==> config.mk <==
export PLATFORM = sky130hd
export DESIGN_NAME = nibble_serial_adder
export DESIGN_NICKNAME = d
export VERILOG_FILES = /design/src/rtl/nibble_serial_adder.sv
export SDC_FILE = /design/constraint.sdc
export NUM_CORES = 1
export LEC_CHECK = 0
export CAP_MARGIN = 20
export CORE_MARGIN = 3
export CORE_UTILIZATION = 50
export CTS_CLUSTER_SIZE = 25
export DETAILED_ROUTE_END_ITERATION = 10
export PLACE_DENSITY = 0.8
export SKIP_CTS_REPAIR_TIMING = 1
export SLEW_MARGIN = 5
export SYNTH_ARGS = -nofsm -noshare
export SYNTH_HDL_FRONTEND = slang
export SYNTH_SLANG_ARGS = --single-unit
==> constraint.sdc <==
create_clock -name clk -period 2.4 [get_ports clk]
set_input_delay 0.48 -clock clk [delete_from_list [all_inputs] [get_ports clk]]
set_output_delay 0.48 -clock clk [all_outputs]
set_load 0.005 [all_outputs]
==> src/rtl/nibble_serial_adder.sv <==
// Serial adder: walks two W-bit operands one nibble per cycle through an
// external 4-bit ripple-carry adder, chaining the carry between nibbles.
module nibble_serial_adder #(
    parameter int NIBBLES = 4
) (
    input  logic                   clk,
    input  logic                   rst_n,
    input  logic                   start,
    input  logic [4*NIBBLES-1:0]   op_a,
    input  logic [4*NIBBLES-1:0]   op_b,
    input  logic                   cin,
    output logic                   busy,
    output logic                   done,
    output logic [4*NIBBLES-1:0]   result,
    output logic                   cout,
    output logic [3:0]             add_a,
    output logic [3:0]             add_b,
    output logic                   add_cin,
    input  logic [3:0]             add_sum,
    input  logic                   add_carry
);

    localparam int W  = 4 * NIBBLES;
    localparam int IW = (NIBBLES > 1) ? $clog2(NIBBLES) : 1;
    localparam logic [IW-1:0] LAST_IDX = IW'(NIBBLES - 1);

    typedef enum logic [1:0] {
        IDLE = 2'd0,
        RUN  = 2'd1,
        DONE = 2'd2
    } state_e;

    state_e          state_q, state_d;
    logic [IW-1:0]   idx_q, idx_d;
    logic [W-1:0]    a_q, a_d;
    logic [W-1:0]    b_q, b_d;
    logic [W-1:0]    sum_q, sum_d;
    logic [W-1:0]    result_q, result_d;
    logic            carry_q, carry_d;
    logic            cout_q, cout_d;

    always_ff @(posedge clk or negedge rst_n) begin
        if (!rst_n) begin
            state_q  <= IDLE;
            idx_q    <= '0;
            a_q      <= '0;
            b_q      <= '0;
            sum_q    <= '0;
            result_q <= '0;
            carry_q  <= 1'b0;
            cout_q   <= 1'b0;
        end else begin
            state_q  <= state_d;
            idx_q    <= idx_d;
            a_q      <= a_d;
            b_q      <= b_d;
            sum_q    <= sum_d;
            result_q <= result_d;
            carry_q  <= carry_d;
            cout_q   <= cout_d;
        end
    end

    always_comb begin
        state_d  = state_q;
        idx_d    = idx_q;
        a_d      = a_q;
        b_d      = b_q;
        sum_d    = sum_q;
        result_d = result_q;
        carry_d  = carry_q;
        cout_d   = cout_q;
        unique case (state_q)
            IDLE: begin
                if (start) begin
                    a_d     = op_a;
                    b_d     = op_b;
                    carry_d = cin;
                    idx_d   = '0;
                    state_d = RUN;
                end
            end
            RUN: begin
                for (int n = 0; n < NIBBLES; n++) begin
                    if (idx_q == IW'(n)) begin
                        sum_d[4*n +: 4] = add_sum;
                    end
                end
                carry_d = add_carry;
                // The final nibble goes straight into result so no extra cycle is spent.
                if (idx_q == LAST_IDX) begin
                    result_d = sum_d;
                    cout_d   = add_carry;
                    idx_d    = '0;
                    state_d  = DONE;
                end else begin
                    idx_d = idx_q + IW'(1);
                end
            end
            DONE: begin
                state_d = IDLE;
            end
            default: begin
                state_d = IDLE;
                idx_d   = '0;
            end
        endcase
    end

    always_comb begin
        add_a   = 4'h0;
        add_b   = 4'h0;
        add_cin = 1'b0;
        if (state_q == RUN) begin
            add_cin = carry_q;
            for (int n = 0; n < NIBBLES; n++) begin
                if (idx_q == IW'(n)) begin
                    add_a = a_q[4*n +: 4];
                    add_b = b_q[4*n +: 4];
                end
            end
        end
    end

    assign busy   = (state_q == RUN);
    assign done   = (state_q == DONE);
    assign result = result_q;
    assign cout   = cout_q;

endmodule

==> flow_metrics.tcl <==
set metrics [dict create \
    skew_ps 5.43 \
    synthesis.area_sq_um 3090 \
    n_antenna_cell 0 \
    ant_nets 0 \
    critPathCaptureType "output port" \
    grt_overflow_total 0 \
    grt_usage 0.198 \
    endpoint "add_a[1]" \
    slew_headroom 0.693 \
    yosysTopAreaCell "dfrtp_1" \
    dr.pass1.iters 4 \
    ys_warn_count 0 \
    vdd_drop_max_mv 0.743 \
    ys_ff_latch 66 \
    cts.htree.levels 3 \
    place_ws_ps -81.7 \
    top_usage_layer "met2" \
    synth_area_leaders "dfrtp_1 54%, mux2_4 14%, mux2_1 4.4%" \
    rsz0062_at_grt "true" \
    clock.fmax_ghz 0.423 \
    routed_wl_microns 6850 \
    num-nets-final 354 \
    p_leak_uw 0.00194 \
    use_met2 0.323 \
    start_util 0.537 \
    cts-root-buf "clkbuf_8" \
    grt_pass1_wl_microns 11000 \
    layout_common_cells "66 x dfrtp_1, 59 x clkdlybuf4s50_1, 29 x mux2_4, 14 x buf_4, 13 x o21ai_0" \
    crit_fanout 8 \
    final_util 0.739 \
    ys.flop_type "dfrtp_1" \
    fin_ws_ps 34.1 \
    via_count 2052 \
    p_sw_frac 0.333 \
    r2r_start "idx_q[0]" \
    coreArea_sq_um 5740 \
    finalSetupViolCount 0 \
    drc 0 \
    timing.hold.worst.class "in -> async" \
    synth_top_area_frac 0.535 \
    crit_start "idx_q[1]" \
    clk_latency_ps 340 \
    synth_area_per_cell_sq_um 13.7 \
    drtIter0Drc 83 \
    ios 69 \
    reg2reg_depth 8 \
    critical_path_class "reg -> out" \
    powerDensity_nw_per_um2 1350 \
    period_minus_slack_ps 2370 \
    worst_pin_slew_ps 461 \
    seq_area_frac_synth 0.535 \
    r2r_slack_ps 430 \
    synth_cell_types 30 \
    die-width_microns 84.6 \
    avgViaCountPerCell 5.32 \
    hold_viol 0 \
    period_share 0.986 \
    fp-row-count 27 \
    cts_tree "built" \
    clock_power_share 0.151 \
    synthesis.nets 271 \
    dp_hpwl_microns 4710 \
    grt_max_degree 33 \
    seqPwrFrac 0.355 \
    grt_pass1_vias 2244 \
    critical_path_required_ps 1920 \
    arrival_ps 1890 \
    net-switching-power_uw 1910 \
    design_area_sq_um 4250 \
    async_flop_share 1.00 \
    cts.path.max_buffers 2 \
    p_comb_frac 0.494 \
    synth_cells 226 \
    cp-start-kind "register" \
    routabilityCongestion 0.818 \
    synth-edff-count 0 \
    final_max_slew_viol_count 0 \
    areaGrowthSynthToFinish_pct 37.6 \
    wl_per_cell_microns 17.7 \
    status "finished, final reports clean" \
    grtUsageMet3 0.0510 \
    antenna_found_initial 0 \
    die-area_sq_um 7150 \
    gr-usage-met1 0.254 \
    cts_inserted_buffers 9 \
    r2r-end "result[5]" \
    mostFrequentLayoutCell "dfrtp_1" \
    total_power_uw 5750 \
    internal_power_uw 3840 \
    clkSinkCount 66 \
    max-cap-violations 0 \
    placed_cell_area_sq_um 3920 \
    post_route_cells_drive_above_1_share 0.325 \
    fp.dieH_microns 84.6 \
    io_buffers 68 \
    path_clk_slew_ps 70 \
]
## layout make-up
cell class	instances	area, sq um
Timing Repair Buffer	88	867
Clock buffer	12	165
Fill cell	379	1500
Clock inverter	4	25.0
Inverter	4	20.0
Tap cell	72	90.1
Multi-Input combinational cell	140	1430
Sequential cell	66	1650
## power groups by stage
| stage | Combinational [uW] | Clock, uW | Sequential (uW) |
|---|---|---|---|
| after floorplan | 1590 | 0 | 1960 |
| after global placement | 2560 | 0 | 2000 |
| after detailed placement | 2630 | 0 | 2030 |
| after CTS | 2660 | 891 | 2020 |
| after global routing | 3070 | 930 | 2110 |
| final | 2840 | 866 | 2040 |
## synthesized netlist by cell type (all sizes together) (2+ instances only)
master and number:
a221oi 8, buf 12, clkbuf 4, dfrtp 66, ha 4, inv 3, mux2 50, mux2i 12
nand2 15, nand3 8, nor2 2, nor2b 13, o21ai 13, o41ai 8
## critical path: stages (launching register included)
cell,delay (ps)
dfrtp_1,400
inv_2,90
ha_2,240
nor2b_4,50
buf_6,140
a221oi_1,380
o41ai_2,110
buf_2,130
## worst min path at each step
| stage | slack (ps) | startpoint | cells past startpoint | end |
|---|---|---|---|---|
| floorplan | 180 | rst_n | 0 | a_q[0] |
| global placement | 450 | rst_n | 1 | a_q[14] |
| detailed placement | 460 | rst_n | 1 | a_q[14] |
| CTS | 90 | rst_n | 1 | a_q[14] |
| global route | 90 | rst_n | 1 | a_q[14] |
| finish | 80 | rst_n | 1 | a_q[14] |
## logic make-up after synthesis
logic type / after synthesis / share of synthesized area
AOI/OAI and AO/OA: 32 / 0.0783
adders and majority gates: 4 / 0.0162
buffers and inverters: 20 / 0.0405
DFF: 66 / 0.535
muxes: 62 / 0.257
and+or+nand+nor: 42 / 0.0730
## sequential cells by signal, indices dropped and copies added (netlist names)
register / count
state_q: 2
cout: 1
carry_q: 1
a_q: 16
b_q: 16
idx_q: 2
result: 16
sum_q: 12
## stage by stage
step	hold slack (ps)	TNS, ps	cells
6_report	82.8	0	386
5_1_grt	93.8	-166	386
4_1_cts	86.4	-3240	385
3_5_place_dp	456	-218	369
3_3_place_gp	446	-37.3	369
2_1_floorplan	184	0	226
## per-layer routing
layer / vias up / share of wire
met2: 52 / 0.50
met5: - / 0
met4: 0 / 0.016
met3: 10 / 0.046
met1: 1014 / 0.44
li1: 976 / -
(Power assumes the default switching activity.)
